$ cat config.mk
export PLATFORM = sky130hd
export DESIGN_NAME = multicycle_ctrl
export DESIGN_NICKNAME = d
export VERILOG_FILES = /design/src/rtl/multicycle_ctrl.sv
export SDC_FILE = /design/constraint.sdc
export NUM_CORES = 1
export LEC_CHECK = 0
export ABC_AREA = 1
export CORE_UTILIZATION = 49
export DETAILED_ROUTE_END_ITERATION = 10
export DONT_BUFFER_PORTS = 1
export PLACE_DENSITY = 0.73
export SLEW_MARGIN = 40
export SYNTH_ARGS = -nofsm -noshare
export SYNTH_HDL_FRONTEND = slang
export SYNTH_SLANG_ARGS = --single-unit
$ cat constraint.sdc
create_clock -name clk -period 2.1 [get_ports clk]
set_input_delay 0.105 -clock clk [delete_from_list [all_inputs] [get_ports clk]]
set_output_delay 0.105 -clock clk [all_outputs]
set_load 0.1 [all_outputs]
$ cat src/rtl/multicycle_ctrl.sv
// Multi-cycle control sequencer: owns the PC and instruction register and steps each
// instruction through fetch/decode/execute/memory/writeback with Moore control strobes.
module multicycle_ctrl #(
  parameter int CNT_W = 16
) (
  input  logic             clk,
  input  logic             reset,
  input  logic             run,
  input  logic [31:0]      instr,
  input  logic             alu_zero,
  input  logic             mem_ready,
  output logic [5:0]       pc,
  output logic [31:0]      ir,
  output logic             reg_we,
  output logic             reg_dst,
  output logic             mem_to_reg,
  output logic             alu_src_b,
  output logic [1:0]       alu_op,
  output logic             mem_re,
  output logic             mem_we,
  output logic             halted,
  output logic             illegal,
  output logic [CNT_W-1:0] retired
);

  typedef enum logic [3:0] {
    S_FETCH, S_DECODE, S_EXEC_R, S_EXEC_I, S_WB_R, S_WB_I, S_MEM_ADDR,
    S_MEM_RD, S_MEM_WB, S_MEM_WR, S_BRANCH, S_JUMP, S_HALT
  } state_t;

  localparam logic [5:0] OP_RTYPE = 6'b000000;
  localparam logic [5:0] OP_ADDI  = 6'b001000;
  localparam logic [5:0] OP_LW    = 6'b100011;
  localparam logic [5:0] OP_SW    = 6'b101011;
  localparam logic [5:0] OP_BEQ   = 6'b000100;
  localparam logic [5:0] OP_J     = 6'b000010;
  localparam logic [5:0] OP_HALT  = 6'b111111;

  state_t           state_q, state_d;
  logic [5:0]       pc_q, pc_d;
  logic [31:0]      ir_q, ir_d;
  logic [CNT_W-1:0] retired_q, retired_d;
  logic             illegal_q, illegal_d;

  always_ff @(posedge clk or posedge reset) begin
    if (reset) begin
      state_q   <= S_FETCH;
      pc_q      <= '0;
      ir_q      <= '0;
      retired_q <= '0;
      illegal_q <= 1'b0;
    end else begin
      state_q   <= state_d;
      pc_q      <= pc_d;
      ir_q      <= ir_d;
      retired_q <= retired_d;
      illegal_q <= illegal_d;
    end
  end

  always_comb begin
    state_d   = state_q;
    pc_d      = pc_q;
    ir_d      = ir_q;
    illegal_d = illegal_q;
    retired_d = retired_q;
    case (state_q)
      S_FETCH: begin
        if (run) begin
          ir_d    = instr;
          pc_d    = pc_q + 6'd1;
          state_d = S_DECODE;
        end
      end
      S_DECODE: begin
        case (ir_q[31:26])
          OP_RTYPE:      state_d = S_EXEC_R;
          OP_ADDI:       state_d = S_EXEC_I;
          OP_LW, OP_SW:  state_d = S_MEM_ADDR;
          OP_BEQ:        state_d = S_BRANCH;
          OP_J:          state_d = S_JUMP;
          OP_HALT:       state_d = S_HALT;
          default: begin
            state_d   = S_HALT;
            illegal_d = 1'b1;
          end
        endcase
      end
      S_EXEC_R:   state_d = S_WB_R;
      S_WB_R:     state_d = S_FETCH;
      S_EXEC_I:   state_d = S_WB_I;
      S_WB_I:     state_d = S_FETCH;
      S_MEM_ADDR: state_d = (ir_q[31:26] == OP_LW) ? S_MEM_RD : S_MEM_WR;
      S_MEM_RD:   if (mem_ready) state_d = S_MEM_WB;
      S_MEM_WB:   state_d = S_FETCH;
      S_MEM_WR:   if (mem_ready) state_d = S_FETCH;
      S_BRANCH: begin
        // pc already points past the branch; offset wraps mod 64
        if (alu_zero) pc_d = pc_q + ir_q[5:0];
        state_d = S_FETCH;
      end
      S_JUMP: begin
        pc_d    = ir_q[5:0];
        state_d = S_FETCH;
      end
      S_HALT:     state_d = S_HALT;
      default:    state_d = S_FETCH;
    endcase
    if (state_q != S_FETCH && state_d == S_FETCH)
      retired_d = retired_q + CNT_W'(1);
  end

  always_comb begin
    reg_we     = 1'b0;
    reg_dst    = 1'b0;
    mem_to_reg = 1'b0;
    alu_src_b  = 1'b0;
    alu_op     = 2'b00;
    mem_re     = 1'b0;
    mem_we     = 1'b0;
    case (state_q)
      S_EXEC_R: alu_op = 2'b10;
      S_WB_R: begin
        alu_op  = 2'b10;
        reg_we  = 1'b1;
        reg_dst = 1'b1;
      end
      S_EXEC_I, S_MEM_ADDR: alu_src_b = 1'b1;
      S_WB_I: begin
        alu_src_b = 1'b1;
        reg_we    = 1'b1;
      end
      S_MEM_RD: begin
        alu_src_b = 1'b1;
        mem_re    = 1'b1;
      end
      S_MEM_WB: begin
        alu_src_b  = 1'b1;
        reg_we     = 1'b1;
        mem_to_reg = 1'b1;
      end
      S_MEM_WR: begin
        alu_src_b = 1'b1;
        mem_we    = 1'b1;
      end
      S_BRANCH: alu_op = 2'b01;
      default: ;
    endcase
  end

  assign pc      = pc_q;
  assign ir      = ir_q;
  assign retired = retired_q;
  assign halted  = (state_q == S_HALT);
  assign illegal = illegal_q;

endmodule

# Word level (Yosys, flattened, before mapping)

Index checks and enable logic that the tools add are counted.

Muxes and demuxes: 16
Bitwise gates (word level): 1
Add/subtract/negate cells: 3
Equality and inequality tests: 20
Reduce and logical (&&, ||, !) cells: 14

Operators with widths:

| operator                                       | number |
|---|---|
| one-hot mux 4 bit (8 select lines)             | 1 |
| == test 4 bit (second input constant)          | 5 |
| one-hot mux 4 bit (5 select lines)             | 1 |
| == test 6 bit (second input constant)          | 3 |
| one-hot mux 6 bit (3 select lines)             | 1 |
| adder 16 x 1 -> 16 bit (second input constant) | 1 |
| == test 4 x 3 -> 1 bit (second input constant) | 4 |
| 2-to-1 mux 4 bit                               | 4 |
| 2-to-1 mux 6 bit                               | 2 |
| == test 4 x 2 -> 1 bit (second input constant) | 2 |
| logical NOT 4 bit                              | 2 |
| OR reduction 7 bit                             | 1 |
| adder 6 x 1 -> 6 bit (second input constant)   | 1 |
| adder 6 bit                                    | 1 |
| == test 6 x 2 -> 1 bit (second input constant) | 1 |
| == test 6 x 3 -> 1 bit (second input constant) | 1 |
| == test 6 x 4 -> 1 bit (second input constant) | 1 |
| logical NOT 6 bit                              | 1 |
| 2-to-1 mux 1 bit                               | 6 |
| OR reduction 6 bit                             | 1 |
| == test 4 x 1 -> 1 bit (second input constant) | 1 |
| != test 2 bit (second input constant)          | 2 |
| one-hot mux 2 bit (2 select lines)             | 1 |
| AND reduction 2 bit                            | 2 |
| other kinds (7)                                | 8 |

Word-level logic and storage cells: 59
Bits of input ports: 37
Register bits after elaboration: 59

# Depth between registers and ports, before layout

Word-level depth: 6
Mapped depth: 15
Mapped depth without buffers: 15

# Least setup slack after synthesis

No wires, ideal clock.

Kind: register -> register
Start point: register state_q[2]
End point: register pc_q[4], in the netlist pc[4]
Slack: -1.583 ns
Cell stages (with the launch flop): 14
Arrival: 3.560 ns
Path through: dfrtp_1 -> inv_1 -> nand2_1 -> nor2_1 -> inv_1 -> nor2_1 -> inv_1 -> fa_1 -> or2_2 -> nand2_1 -> a21oi_1 -> xnor2_1 -> o21ai_0 -> nand2_1

Word-level cells in the longest chain between the ends: 3
Elaborated cells on any way between the ends: 8
Those cells by class: eq/ne (4); mux (1); reduce/logical (3)

Ends and longest elaborated chain:

| what                                                                 | RTL line | text |
|---|---|---|
| start: declaration                                                   | 39       | `state_t state_q, state_d;` |
| start signal: assignment                                             | 53       | `state_q <= state_d;` |
| == test 4 bit / logical NOT 4 bit (equally long branches)            | 67       | `case (state_q)` |
| != test 2 bit (no line) / nonzero test 3 bit (equally long branches) | n/a      |  |
| AND reduction 3 bit (no line)                                        | n/a      |  |
| end signal: assignment                                               | 54       | `pc_q <= pc_d;` |
| end: declaration                                                     | 40       | `logic [5:0] pc_q, pc_d;` |

Parallel ways exist; a longest one is shown, timed or not.
A chain may end at the register's enable or synchronous reset.

# Worst setup path in the final report

Start point: register state_q[3]
End point: register pc_q[4], in the netlist pc[4]

Same word-level chain as after synthesis.

==> qor.csv <==
stage,metric,value,unit
global_route,pin count of the biggest net entering global routing,60,
logic_synthesis,Synth top cells by count,"nand2_1 (91), dfrtp_1 (59), nor2_1 (45)",
logic_synthesis,Post-Syn Instances,369,
route,Vias,2941,
route,Iteration-0 DRC Markers,166,
clock_network,clock sinks,59,
logic_synthesis,cell with the most instances after synthesis,nand2_1,
logic_synthesis,synth warn,0,
floorplanning,die height,82.1,um
clock_network,Clock Path Buffers,2,
finish,FF+latch area,1480,um^2
clock_network,Root Buffer,clkbuf_8,
sta,Tmin final,2.00,ns
sta,Least-Margin Pin Slew,0.735,ns
finish,Multi-input gate area,1560,um^2
place,post-placement cell area,3780,um^2
setup_path,Worst Path Arrival,2.23,ns
setup_path,CP max FO,3,
finish,# diodes,0,
setup_path,Worst Path Required,2.33,ns
sta,relative slew slack,0.510,
sta,Final Hold Fails,0,
place,pre-CTS setup slack,0.0813,ns
route,wire length per cell,14.7,um
logic_synthesis,Avg Inst Size Synth,8.51,um^2
setup_path,crit path capture type,flip-flop,
floorplanning,Chip Width,82.1,um
setup_path,CP Launch Type,flip-flop,
logic_synthesis,sequential-to-total area share from yosys stat,0.470,
logic_synthesis,post-synthesis mux area share,0.0789,
clock_network,CTS tree,done,
global_route,vias in the first global route,2865,
logic_synthesis,combinational family with the most area after synthesis,simple AND/OR/NAND/NOR gates,
global_route,initial antenna violation count,0,
setup_path,critical path type,reg -> reg,
clock_network,latest clock arrival within the worst-skew pair,0.34,ns
route,# DRC,0,
global_route,GRT Total Usage,0.257,
route,ANT nets after route,0,
finish,number of fillers in the final layout,434,
logic_synthesis,post-synthesis xor/xnor area fraction,0.0446,
finish,Final Cell Area,4400,um^2
finish,share of post-route cells with drive strength above 1,0.314,
place,dpl hpwl,5380,um
clock_network,total CTS buffers,9,
logic_synthesis,"EDFF count, synth",0,
worst_hold_path,type of the worst min-delay path,in -> reg,
place,placed insts,508,
sta,Final Setup Violations,0,
floorplanning,row cnt,28,
logic_synthesis,cell taking the most area after synthesis,dfrtp_1,
logic_synthesis,syn nets,413,
finish,Non-Filler Instances,562,
route,routed vias/inst,5.23,
logic_synthesis,Synth Area in Adders,0.0303,
floorplanning,Starting Density,0.518,
logic_synthesis,post-synth top area share,0.470,
floorplanning,I/O pin count,101,
logic_synthesis,Post-synth ARST share,1.00,
clock_network,H-tree lvl count,3,
logic_synthesis,ys flop type,dfrtp_1,
sta,final setup margin,0.0987,ns
global_route,remaining global-route overflow,0,
floorplanning,die area,6730,um^2
route,drt total wl,8270,um
finish,Synth-to-Final Area Change,40.0,%
logic_synthesis,largest cells by area after synthesis,"dfrtp_1 (47%), nand2_1 (11%), mux2_2 (7.9%), nand3_1 (5.4%), nor2_1 (5.4%)",
logic_synthesis,Synth Register Bits,59,
status,status,completed,
sta,Slew Limit Fails,0,
logic_synthesis,Mapped Area,3140,um^2
place,RD Place Congestion,0.933,
finish,Final Util,0.725,
run,maxcap violations,0,
floorplanning,Core Area,6060,um^2
sta,Clock Skews,0.00849,ns
sta,RSZ-0062 raised after global routing,true,
clock_network,Worst-path clk slew,0.08,ns
finish,Final nets,526,
global_route,global-route wire length before repair,12800,um
logic_synthesis,Netlist cell types,32,
sta,Final period util,0.953,
route,DRT Pass-1 Iters,4,
place,IO buf count,0,
sta,Fmax,500,MHz
logic_synthesis,Compound-Gate Fraction of Synth Area,0.0534,
logic_synthesis,Post-Synth Simple-Gate Area,0.262,
==> cells by family (layout without fill, tap and decap cells) <==
| group | after synthesis | count (layout) |
|---|---|---|
| mux | 22 | 22 |
| flops | 59 | 59 |
| fa+ha+maj | 7 | 7 |
| simple gates | 189 | 189 |
| xor+xnor | 16 | 16 |
| buf+inv | 46 | 164 |
| compound gates | 30 | 30 |
==> timing repair <==
action	in CTS	in global routing
hold buffers	34	0
endpoints found under the hold margin	91	0
resized for setup	0	8
setup endpoints to repair	0	18
setup buffers	0	4
==> metal layers <==
metal,global-route usage,vias to the layer above,share of wire
li1,-,1412,-
met1,0.291,1404,0.40
met2,0.445,104,0.51
met3,0.0644,21,0.062
met4,0.130,0,0.027
met5,0,-,0
==> registers in the layout, summed over array words and instances (netlist names) <==
| name | cells |
|---|---|
| pc | 6 |
| state_q | 4 |
| illegal | 1 |
| retired | 16 |
| ir | 32 |
==> worst max-delay path: stages (launching register included) <==
cell and delay [ns]:
dfrtp_1 0.43, nand2_4 0.10, nor2_4 0.05, nand2_1 0.06
ha_2 0.19, inv_1 0.07, fa_2 0.36, or2_4 0.25
nand2_2 0.06, a21oi_2 0.05, xnor2_1 0.12, o21ai_1 0.11
nand2_1 0.06
==> final timing paths <==
path	from	slack (ns)	cells after the start	endpoint
min in group asynchronous	reset	0.45	3	retired[2]$_DFFE_PP0P_
max	state_q[3]$_DFF_PP0_	0.1	12	pc[4]$_DFFE_PP0P_
max in group asynchronous	reset	1.13	3	ir[0]$_DFFE_PP0P_
max reg2reg	state_q[3]$_DFF_PP0_	0.1	12	pc[4]$_DFFE_PP0P_
min reg2reg	retired[1]$_DFFE_PP0P_	0.56	2	retired[1]$_DFFE_PP0P_
min	mem_ready	0.03	4	state_q[3]$_DFF_PP0_
==> metrics by stage <==
step                      TNS [ns]  hold WS [ns]
final                            0        0.0266
after global routing       -0.0347        0.0337
after CTS                        0        0.0112
after detailed placement         0         0.242
after global placement           0         0.241
after floorplan              -3.85         0.255
==> layout by cell type, fill, tap and decap left out, drive strengths merged, types with 2 or more instances in the layout <==
| master | netlist | layout |
|---|---|---|
| o211ai | 2 | 2 |
| nand4 | 5 | 5 |
| nor2 | 49 | 49 |
| mux2 | 22 | 22 |
| o21ai | 6 | 6 |
| clkinvlp | 0 | 2 |
| nand2 | 95 | 95 |
| clkbuf | 1 | 9 |
| ha | 6 | 6 |
| inv | 39 | 40 |
| nand3 | 34 | 34 |
| or2 | 3 | 3 |
| xor2 | 6 | 6 |
| clkinv | 0 | 3 |
| nand2b | 2 | 2 |
| dlygate4sd3 | 0 | 34 |
| a31oi | 3 | 3 |
| buf | 6 | 75 |
| dfrtp | 59 | 59 |
| o21bai | 2 | 2 |
| xnor2 | 10 | 10 |
| a21oi | 16 | 16 |
==> layout make-up <==
| class | instances | area share |
|---|---|---|
| flip-flops and latches | 59 | 0.336 |
| inverters | 39 | 0.0339 |
| clock buffers | 9 | 0.0282 |
| clock inverters | 7 | 0.0174 |
| well taps | 75 | 0.0213 |
| repair buffers | 109 | 0.208 |
| multi-input cells | 264 | 0.355 |
Power is left out: the tool's default activity adds up to more than one toggle a clock period on the data nets, which glitch-free logic cannot reach.
